`src/rtl/fht_input_loader.sv`:
```
// Frame loader feeding the 4 FHT data banks from a valid/ready sample stream.
// Define FHT_LOADER_BITREV_EN for bit-reversed bank addressing (natural order otherwise).
module fht_input_loader #(
    parameter int N_POINT = 1024,
    parameter int LOG2_N  = 10,
    parameter int A_BIT   = 8,
    parameter int D_BIT   = 16
) (
    input  logic             iCLK,
    input  logic             iRESET,
    input  logic [D_BIT-1:0] iDATA,
    input  logic             iVALID,
    output logic             oREADY,
    output logic [D_BIT-1:0] oDATA,
    output logic [A_BIT-1:0] oADDR_WR,
    output logic [3:0]       oWE,
    output logic             oSTART_FHT,
    input  logic             iFHT_RDY,
    output logic [7:0]       oFRAME_CNT
);

    typedef enum logic [2:0] {
        IDLE,
        LOAD,
        START,
        WAIT_BUSY,
        WAIT_DONE
    } state_t;

    localparam logic [LOG2_N-1:0] K_LAST = LOG2_N'(N_POINT - 1);

    state_t            state;
    state_t            state_nxt;
    logic [LOG2_N-1:0] k;
    logic [LOG2_N-1:0] r;
    logic              accept;
    logic              last;

    assign accept = iVALID & oREADY;
    assign last   = (k == K_LAST);

    // Map sample index to bank position (bank in low bits, address above)
    always_comb begin
`ifdef FHT_LOADER_BITREV_EN
        for (int i = 0; i < LOG2_N; i++) begin
            r[i] = k[LOG2_N-1-i];
        end
`else
        r = k;
`endif
    end

    // State register
    always_ff @(posedge iCLK or posedge iRESET) begin
        if (iRESET) begin
            state <= IDLE;
        end else begin
            state <= state_nxt;
        end
    end

    // Next-state logic
    always_comb begin
        state_nxt = state;
        unique case (state)
            IDLE:      state_nxt = LOAD;
            LOAD:      if (accept && last) state_nxt = START;
            START:     state_nxt = WAIT_BUSY;
            WAIT_BUSY: if (!iFHT_RDY) state_nxt = WAIT_DONE;
            WAIT_DONE: if (iFHT_RDY) state_nxt = LOAD;
            default:   state_nxt = IDLE;
        endcase
    end

    // Handshake and start pulse decoded purely from state
    always_comb begin
        oREADY     = (state == LOAD);
        oSTART_FHT = (state == START);
    end

    // Sample counter and registered bank write port
    always_ff @(posedge iCLK or posedge iRESET) begin
        if (iRESET) begin
            k        <= '0;
            oDATA    <= '0;
            oADDR_WR <= '0;
            oWE      <= '0;
        end else if (accept) begin
            k        <= last ? '0 : k + 1'b1;
            oDATA    <= iDATA;
            oADDR_WR <= r[LOG2_N-1:2];
            oWE      <= 4'b0001 << r[1:0];
        end else begin
            oWE      <= '0;
        end
    end

    // Completed-frame counter, bumped when the FHT hands control back
    always_ff @(posedge iCLK or posedge iRESET) begin
        if (iRESET) begin
            oFRAME_CNT <= '0;
        end else if (state == WAIT_DONE && iFHT_RDY) begin
            oFRAME_CNT <= oFRAME_CNT + 8'd1;
        end
    end

endmodule
```
`config.mk`:
```
export PLATFORM = sky130hd
export DESIGN_NAME = fht_input_loader
export DESIGN_NICKNAME = d
export VERILOG_FILES = /design/src/rtl/fht_input_loader.sv
export SDC_FILE = /design/constraint.sdc
export NUM_CORES = 1
export LEC_CHECK = 0
export CORE_MARGIN = 2
export CORE_UTILIZATION = 28
export DETAILED_ROUTE_END_ITERATION = 6
export MAX_ROUTING_LAYER = met4
export PLACE_DENSITY = 0.54
export SLEW_MARGIN = 20
export SYNTH_ARGS = -nofsm -noshare
export SYNTH_HDL_FRONTEND = slang
export SYNTH_SLANG_ARGS = --single-unit
```
`constraint.sdc`:
```
create_clock -name iCLK -period 1.8 [get_ports iCLK]
set_clock_uncertainty 0.05 [all_clocks]
set_input_delay 0.36 -clock iCLK [delete_from_list [all_inputs] [get_ports iCLK]]
set_output_delay 0.36 -clock iCLK [all_outputs]
set_load 0.02 [all_outputs]
```
==> results.sh, run 1 <==
export IMPL_core_area_um2=7250
export IMPL_power_density_nw_per_um2=924
export IMPL_leakage_uw=0.00143
export IMPL_start_util_pct=28.9
export IMPL_wire_per_inst_um=12.0
export IMPL_firstDrtPassIters=4
export IMPL_vias_per_cell=4.26
export IMPL_synth_mux_area_share_pct=13.4
export IMPL_critPathTopFamily="buffers and inverters"
export IMPL_drtAntennaViolNets=0
export IMPL_wl_met1_mm=1.89
export IMPL_startpoint_type="register"
export IMPL_cts_buffers=5
export IMPL_final_hold_viol_count=0
export IMPL_r2r_start="state[2]"
export IMPL_cts_path_max_buffers=2
export IMPL_synth_nets=184
export IMPL_io_buffers=57
export IMPL_ys_ff_latch=49
export IMPL_grt_pass1_vias=1552
export IMPL_finalSetupTns_ns=0
export IMPL_cts_tree="yes"
export IMPL_finalCriticalPeriod_ns=1.73
export IMPL_critPathSlowestCell="clkdlybuf4s50_1"
export IMPL_hold_slack_ns=0.250
export IMPL_grt_start_max_net_pins=41
export IMPL_synth_ff_type="dfrtp_1"
export IMPL_antenna_found_initial=0
export IMPL_met2WireLength_mm=1.91
export IMPL_drt_iter0_drc=48
export IMPL_crit_chain="clkdlybuf4s50_1"
export IMPL_crit_path_end_kind="output port"
export IMPL_num_vias=1466
export IMPL_synthArstFlopShare_pct=100
export IMPL_route_detailed_drc=0
export IMPL_top_layer="met4"
export IMPL_grt_ovfl_total=0
export IMPL_grtUsageTotal_pct=11.2
export IMPL_yosysWarnings=0
export IMPL_cts_clk_slew_worst_paths_ns=0.09
export IMPL_outcome="finished clean"
export IMPL_fmax_mhz=578
export IMPL_synthCells=159
export IMPL_dp_hpwl_mm=3.02
export IMPL_reg2reg_to="k[7]"
export IMPL_fin_cells=344
export IMPL_drv_cap=0
export IMPL_synth_xor_area_share_pct=4.96
export IMPL_die_y_um=90.5
export IMPL_yosys_area_share_simple_pct=11.7
export IMPL_wl_met3_um=269
export IMPL_max_slew_margin_pct=81.1
export IMPL_placed_cells=336
export IMPL_wl_mm=4.12
export IMPL_rsz0062_at_grt="false"
export IMPL_synth_top_family_by_area="multiplexers"
export IMPL_layout_common_cells="51 x clkdlybuf4s50_1, 49 x dfrtp_1, 24 x mux2_2, 24 x buf_4, 8 x nand2_1"
export IMPL_fin_crit_sh_pct=96.1
export IMPL_mostFrequentLayoutCell="clkdlybuf4s50_1"
export IMPL_syn_avg_cell_area_um2=13.2
export IMPL_ios=58
export IMPL_synth_cell_types=34
export IMPL_die_area_um2=8180
export IMPL_gp_congestion=0.736
export IMPL_insertedDiodeCount=0
export IMPL_drive_gt1_share_pct=26.1
export IMPL_hp_class="primary input to asynchronous set/reset pin"
export IMPL_syn2layout_area_growth_pct=45.1
export IMPL_synth_compound_area_share_pct=5.50
export IMPL_setup_viol=0
export IMPL_path_class="register to output port"
export IMPL_drv_slew=0
export IMPL_critPathBufInv=1
export IMPL_crit_fanout=3
export IMPL_cts_root_buf="clkbuf_8"
export IMPL_crit_path_max_incr_delay_ns=0.62
export IMPL_r2r_slack_ns=0.15
export IMPL_ff2ff_path_depth=5
export IMPL_synth_fa_ha_area_share_pct=2.99
export IMPL_clkSinkCount=49
export IMPL_cp_arrival_ns=1.32
export IMPL_final_core_utilization_pct=41.9
export IMPL_worstMarginPinSlew_ns=0.282
export IMPL_cts_setup_buffers=0
export IMPL_htree_levels=2
export IMPL_netlist_area_um2=2090
export IMPL_fp_row_count=31
export IMPL_grt_pass1_wl_mm=7.16
export IMPL_fp_dieW_um=90.5
export IMPL_ys_seq_area_share_pct=58.6
export IMPL_synth_edf_count=0
export IMPL_irDropWorstVdd_uv=402
export IMPL_fill_cells=723
export IMPL_final_nets=269
export IMPL_crit_required_ns=1.39
export IMPL_clkLatencyLatePin_ns=0.30
[metrics by stage]
step | setup WS [ns] | area, um2 | total power [uW]
6_report | 0.0701 | 3040 | 2810
5_1_grt | 0.00914 | 3040 | 2990
4_1_cts | 0.00838 | 3040 | 2860
3_5_place_dp | -0.225 | 2950 | 2210
3_3_place_gp | -0.186 | 2950 | 2210
2_1_floorplan | 0.217 | 2090 | 1780
[synthesized netlist by cell type, drive strengths merged (2+ instances only)]
| cell | instances | area [um2] |
|---|---|---|
| dfrtp | 49 | 1230 |
| mux2 | 24 | 270 |
| nand2 | 9 | 36.3 |
| inv | 7 | 26.3 |
| and2 | 6 | 40.0 |
| xor2 | 6 | 60.1 |
| a21oi | 5 | 25.0 |
| ha | 5 | 62.6 |
| xnor2 | 5 | 43.8 |
| buf | 4 | 33.8 |
| nand3 | 4 | 20.0 |
| nand4 | 4 | 25.0 |
| nor2 | 4 | 15.0 |
| nor3 | 4 | 20.0 |
| o21ai | 4 | 20.0 |
| a21o | 3 | 22.5 |
| and3 | 3 | 18.8 |
| and4 | 2 | 20.0 |
[metal layers]
layer / up-vias / track usage (%)
met5: - / -
met4: 0 / 3.85
met3: 6 / 3.92
met2: 46 / 16.8
met1: 686 / 14.1
li1: 728 / -
[timing repair]
item,in CTS,in global routing
endpoints found under the setup margin,2,6
resized for setup,5,7
hold buffers,0,0
[area by class of cell]
type,instances,area (um2),share of cell area [%]
Clock buffer,7,76.3,2.51
Clock inverter,1,7.51,0.247
Inverter,7,26.3,0.865
Multi-Input combinational cell,99,807,26.6
Sequential cell,49,1230,40.4
Tap cell,99,124,4.08
Timing Repair Buffer,82,771,25.4
[registers in the layout, indices dropped and copies added, names as in the netlist]
name,flops
state,3
oWE,4
oADDR_WR,8
oDATA,16
oFRAME_CNT,8
k,10
[worst max-delay path by stage]
stage	startpoint	cells past startpoint	end
after detailed placement	iVALID	6	k[7]
after floorplan	iRESET	1	k[0]
after global placement	iVALID	6	k[7]
after CTS	state[2]	3	oREADY
final	oFRAME_CNT[6]	1	oFRAME_CNT[6]
after global routing	oFRAME_CNT[7]	1	oFRAME_CNT[7]
[where the power goes]
| part | internal (uW) | switching, uW |
|---|---|---|
| Sequential | 1260 | 94.1 |
| Clock | 275 | 351 |
| Combinational | 444 | 383 |
[cell families after synthesis]
family,count (synthesis)
flip-flops,49
XOR/XNOR,11
buffers and inverters,11
AO/OA/AOI/OAI,18
AND/OR/NAND/NOR,40
multiplexers,25
adder cells (fa/ha/maj),5
No activity file was read; power rests on OpenSTA's default activity.
==> run 2, diff against run 1 <==
PLACE_DENSITY = 0.56   (was 0.54)
SLEW_MARGIN = unset   (was 20)
clock period = 1.5 ns   (was 1.8 ns; I/O delays follow)
==> run 2 against run 1 <==
Compared with the run above: via count is 7.0% higher; core utilization is 4.1 points higher; final area is 9.7% higher; the flow now finishes with violations (setup timing); critical endpoint is now oDATA[12]; critical path depth is 3 higher; clock power is 21% higher; cell count is 4.1% higher; setup slack worse by 0.15 ns; die area stayed put; flip-flop and latch count stayed put; critical path type is now register to register; power is 25% higher.
==> results.sh, run 2 (synthesis gave the netlist of run 1 again) <==
export IMPL_cts_clk_slew_worst_paths_ns=0.09
export IMPL_syn2layout_area_growth_pct=59.2
export IMPL_fin_crit_sh_pct=105
export IMPL_antenna_found_initial=0
export IMPL_gp_congestion=0.754
export IMPL_violations="setup timing"
export IMPL_fin_cells=358
export IMPL_crit_required_ns=1.65
export IMPL_fp_dieW_um=90.5
export IMPL_io_buffers=57
export IMPL_startpoint_type="register"
export IMPL_htree_levels=2
export IMPL_die_area_um2=8180
export IMPL_largest_register_ffs=16
export IMPL_clkSinkCount=49
export IMPL_grt_ovfl_total=0
export IMPL_largestRegisters="oDATA x16, k x10"
export IMPL_mostFrequentLayoutCell="dfrtp_1"
export IMPL_grtUsageTotal_pct=12.1
export IMPL_insertedDiodeCount=0
export IMPL_crit_fanout=9
export IMPL_start_util_pct=28.9
export IMPL_route_detailed_drc=0
export IMPL_cts_tree="yes"
export IMPL_fp_row_count=31
export IMPL_dp_hpwl_mm=3.17
export IMPL_grt_start_max_net_pins=27
export IMPL_worstMarginPinSlew_ns=0.266
export IMPL_final_hold_viol_count=0
export IMPL_vias_per_cell=4.38
export IMPL_path_class="register to register"
export IMPL_finalCriticalPeriod_ns=1.58
export IMPL_firstDrtPassIters=4
export IMPL_core_area_um2=7250
export IMPL_holdBufCountCts=0
export IMPL_leakage_uw=0.00166
export IMPL_ff2ff_path_depth=4
export IMPL_drv_slew=0
export IMPL_cts_root_buf="clkbuf_8"
export IMPL_ios=58
export IMPL_regMostFlops="oDATA"
export IMPL_drtAntennaViolNets=0
export IMPL_r2r_slack_ns=-0.08
export IMPL_fill_cells=689
export IMPL_grt_pass1_vias=1600
export IMPL_crit_path_end_kind="register"
export IMPL_setup_slack_ns=-0.0779
export IMPL_rsz0062_at_grt="true"
export IMPL_setup_viol=30
export IMPL_final_core_utilization_pct=46.0
export IMPL_outcome="finished, violations left"
export IMPL_clkLatencyLatePin_ns=0.30
export IMPL_cts_path_max_buffers=2
export IMPL_placed_cells=343
export IMPL_max_slew_margin_pct=82.2
export IMPL_drt_iter0_drc=54
export IMPL_layout_common_cells="48 x dfrtp_1, 36 x dlygate4sd2_1, 26 x buf_4"
export IMPL_wire_per_inst_um=12.9
export IMPL_hold_slack_ns=0.233
export IMPL_cts_buffers=5
export IMPL_fmax_mhz=634
export IMPL_num_vias=1569
export IMPL_power_density_nw_per_um2=1050
export IMPL_irDropWorstVdd_uv=510
export IMPL_final_nets=283
export IMPL_hp_class="primary input to asynchronous set/reset pin"
export IMPL_drive_gt1_share_pct=36.3
export IMPL_die_y_um=90.5
export IMPL_drv_cap=0
export IMPL_wl_mm=4.62
export IMPL_grt_pass1_wl_mm=7.81
export IMPL_cp_arrival_ns=1.72
## run 2: changes by cell type in the layout (fill, tap and decap cells not counted), moves of 3 or more
cell	change
mux2_4	+22
o21ai_0	-4
buf_6	+6
buf_8	+3
dlymetal6s2s_1	-4
clkdlybuf4s50_1	-32
buf_12	+3
nor3_1	-3
dlygate4sd2_1	+36
mux2_2	-22
## run 2: final cells by class
type	count	area [um2]	area share, %
Clock buffer	6	72.6	2.18
Clock inverter	2	10.0	0.300
Inverter	7	30.0	0.901
Multi-Input combinational cell	99	966	29.0
Sequential cell	49	1230	36.8
Tap cell	99	124	3.72
Timing Repair Buffer	96	903	27.1
## run 2: routing by layer
layer | track usage (%) | routed length (um) | vias to the layer above
li1 | - | - | 753
met1 | 16.3 | 2140 | 758
met2 | 17.5 | 2110 | 48
met3 | 3.76 | 294 | 10
met4 | 3.85 | 72 | 0
met5 | - | 0 | -
## run 2: through the flow
step           power (uW)  cell area (um2)  TNS, ns  setup WS, ns
2_1_floorplan        2130             2100   -0.641       -0.0309
3_3_place_gp         2650             3020   -16.76        -0.475
3_5_place_dp         2660             3020   -17.52        -0.492
4_1_cts              3500             3310    -2.10        -0.118
5_1_grt              3710             3330    -3.19        -0.178
6_report             3500             3330    -1.06       -0.0779
## run 2: path summary, 6_finish.rpt
check | start | endpoint
min in group iCLK | oFRAME_CNT[7] | oFRAME_CNT[7]
hold / removal | iRESET | oDATA[9]
setup / recovery | state[1] | oDATA[12]
setup reg to reg | state[1] | oDATA[12]
max in group asynchronous | iRESET | state[2]
hold reg to reg | oFRAME_CNT[7] | oFRAME_CNT[7]
## run 2: repair_timing
item                                    in CTS  in global routing
pin swaps                                   11                  5
gates cloned                                 1                  0
endpoints found under the setup margin      79                 45
buffers inserted                             4                  3
gates resized for setup                     98                  8
## run 2: worst max-delay path: stages, from the launching register on
cell and delay [ns]:
dfrtp_1 0.43, nor4bb_4 0.30, buf_6 0.19, buf_8 0.16, mux2_2 0.34
## run 2: power breakdown
part / switching [uW] / leakage [uW] / internal (uW)
clock network: 431 / 0.0000450 / 324
logic: 541 / 0.000991 / 568
registers: 123 / 0.000620 / 1510
==> run 3, diff against run 2 <==
--- a/config.mk
+++ b/config.mk
@@ -6,4 +6,5 @@
 export NUM_CORES = 1
 export LEC_CHECK = 0
+export CAP_MARGIN = 10
 export CORE_MARGIN = 2
 export CORE_UTILIZATION = 28
==> constraint.sdc (replaced) <==
create_clock -name iCLK -period 1.5 [get_ports iCLK]
set_clock_uncertainty 0.05 [all_clocks]
set_input_delay 0.15 -clock iCLK [delete_from_list [all_inputs] [get_ports iCLK]]
set_output_delay 0.15 -clock iCLK [all_outputs]
set_load 0.02 [all_outputs]
==> run 3 against run 2 <==
Compared with the run above: the run still ends with setup timing left; combinational power about the same; count of clock-buffer cells in the layout increased by 1; critical path type unchanged; die area unchanged.
==> results.sh, run 3 (synthesis gave the netlist of run 1 again) <==
export IMPL_outcome="finished, violations left"
export IMPL_violations="setup timing"
export IMPL_setup_slack_ns=-0.0791
export IMPL_regMostFlops="oDATA"
export IMPL_fp_dieW_um=90.5
export IMPL_cts_buffers=5
export IMPL_cts_tree="yes"
export IMPL_clkLatencyLatePin_ns=0.29
export IMPL_crit_path_max_incr_delay_ns=0.43
export IMPL_rsz0062_at_grt="true"
export IMPL_grtUsageTotal_pct=11.3
export IMPL_holdBufCountCts=0
export IMPL_p_int_uw=2480
export IMPL_path_class="register to register"
export IMPL_ios=58
export IMPL_cts_clk_slew_worst_paths_ns=0.09
export IMPL_drv_slew=0
export IMPL_cp_arrival_ns=1.70
export IMPL_largestRegisters="oDATA x16, k x10"
export IMPL_drtAntennaViolNets=0
export IMPL_antenna_found_initial=0
export IMPL_firstDrtPassIters=4
export IMPL_crit_chain="nor4bb_4 > buf_6 > clkbuf_16 > mux2_4"
export IMPL_grt_ovfl_total=0
export IMPL_dpl_cell_area_um2=2980
export IMPL_max_slew_margin_pct=76.5
export IMPL_ff2ff_path_depth=4
export IMPL_switchingPower_uw=1040
export IMPL_mostFrequentLayoutCell="dfrtp_1"
export IMPL_route_detailed_drc=0
export IMPL_cts_root_buf="clkbuf_8"
export IMPL_grt_pass1_vias=1587
export IMPL_gp_congestion=0.768
export IMPL_r2r_slack_ns=-0.08
export IMPL_final_nets=276
export IMPL_core_area_um2=7250
export IMPL_syn2layout_area_growth_pct=59.8
export IMPL_grt_pass1_wl_mm=7.36
export IMPL_swShare_pct=29.5
export IMPL_seq_power_share_pct=47.0
export IMPL_finalInstanceArea_um2=3340
export IMPL_fp_row_count=31
export IMPL_cts_path_max_buffers=2
export IMPL_crit_start="state[2]"
export IMPL_die_area_um2=8180
export IMPL_fmax_mhz=633
export IMPL_drv_cap=0
export IMPL_placed_cells=336
export IMPL_htree_levels=2
export IMPL_finalCriticalPeriod_ns=1.58
export IMPL_fin_crit_sh_pct=105
export IMPL_r2r_start="state[2]"
export IMPL_num_vias=1519
export IMPL_die_y_um=90.5
export IMPL_final_hold_viol_count=0
export IMPL_insertedDiodeCount=0
export IMPL_final_core_utilization_pct=46.1
export IMPL_io_buffers=57
export IMPL_drive_gt1_share_pct=35.9
export IMPL_worstMarginPinSlew_ns=0.353
export IMPL_layout_common_cells="47 x dfrtp_1, 32 x clkdlybuf4s50_1, 21 x buf_4"
export IMPL_power_density_nw_per_um2=1050
export IMPL_vias_per_cell=4.34
export IMPL_dp_hpwl_mm=3.07
export IMPL_drt_iter0_drc=76
export IMPL_critPathSlowestCell="dfrtp_1"
export IMPL_clkPwrFrac_pct=21.6
export IMPL_crit_required_ns=1.63
export IMPL_grt_start_max_net_pins=28
export IMPL_startpoint_type="register"
export IMPL_clkSinkCount=49
export IMPL_start_util_pct=28.9
export IMPL_wl_mm=4.37
export IMPL_crit_fanout=6
export IMPL_leakage_uw=0.00171
export IMPL_comb_power_share_pct=31.4
export IMPL_reg2reg_to="oADDR_WR[7]"
export IMPL_wire_per_inst_um=12.5
export IMPL_setup_viol=32
export IMPL_irDropWorstVdd_uv=507
export IMPL_crit_end="oADDR_WR[7]"
export IMPL_largest_register_ffs=16
export IMPL_fin_cells=350
export IMPL_hp_class="primary input to asynchronous set/reset pin"
export IMPL_crit_path_end_kind="register"
## run 3: final cells by class
type	count	area, um2
repair buffers	89	917
well taps	99	124
clock buffers	7	86.3
flip-flops and latches	49	1230
multi-input cells	99	962
inverters	7	26.3
fillers	672	3910
## run 3: timing repair
item                       4_1_cts  5_1_grt
setup endpoints to repair       46       63
buffers inserted                 2        4
pin swaps                       10        6
gates resized for setup         40       45
cloned                           0        1
## run 3: routing by layer
layer	track usage (%)	part of all wire (%)
met4	3.08	0.48
met3	3.92	7.0
met5	-	0
met2	16.7	47
met1	14.6	45
## run 3: through the flow
stage,hold slack [ns],setup slack (ns),setup TNS (ns),power [uW]
detailed placement,0.412,-0.297,-8.77,2650
finish,0.154,-0.0791,-1.69,3520
CTS,0.155,-0.0668,-1.29,3510
global route,0.211,-0.165,-3.55,3730
global placement,0.412,-0.266,-7.87,2650
floorplan,0.163,-0.0309,-0.641,2130
## run 3: power groups by stage
stage / Clock (uW) / Combinational [uW] / Sequential (uW)
after floorplan: 0 / 312 / 1820
after global placement: 0 / 997 / 1650
after detailed placement: 0 / 1000 / 1650
after CTS: 802 / 1070 / 1640
after global routing: 851 / 1190 / 1690
final: 759 / 1100 / 1660
## run 3: how the worst min path moves through the flow
stage | from | end | slack (ns) | cells past startpoint
2_1_floorplan | iFHT_RDY | state[2] | 0.16 | 1
3_3_place_gp | oFRAME_CNT[7] | oFRAME_CNT[7] | 0.41 | 1
3_5_place_dp | oFRAME_CNT[7] | oFRAME_CNT[7] | 0.41 | 1
4_1_cts | iRESET | oDATA[7] | 0.15 | 3
5_1_grt | iRESET | oDATA[7] | 0.21 | 3
6_report | iRESET | oDATA[7] | 0.15 | 3
## run 3: critical path, delay by kind of cell, from the launching register on
kind                   cells  cell delay, ns
buffers and inverters      2            0.38
flip-flops                 1            0.43
multiplexers               1            0.29
AND/OR/NAND/NOR            1            0.31
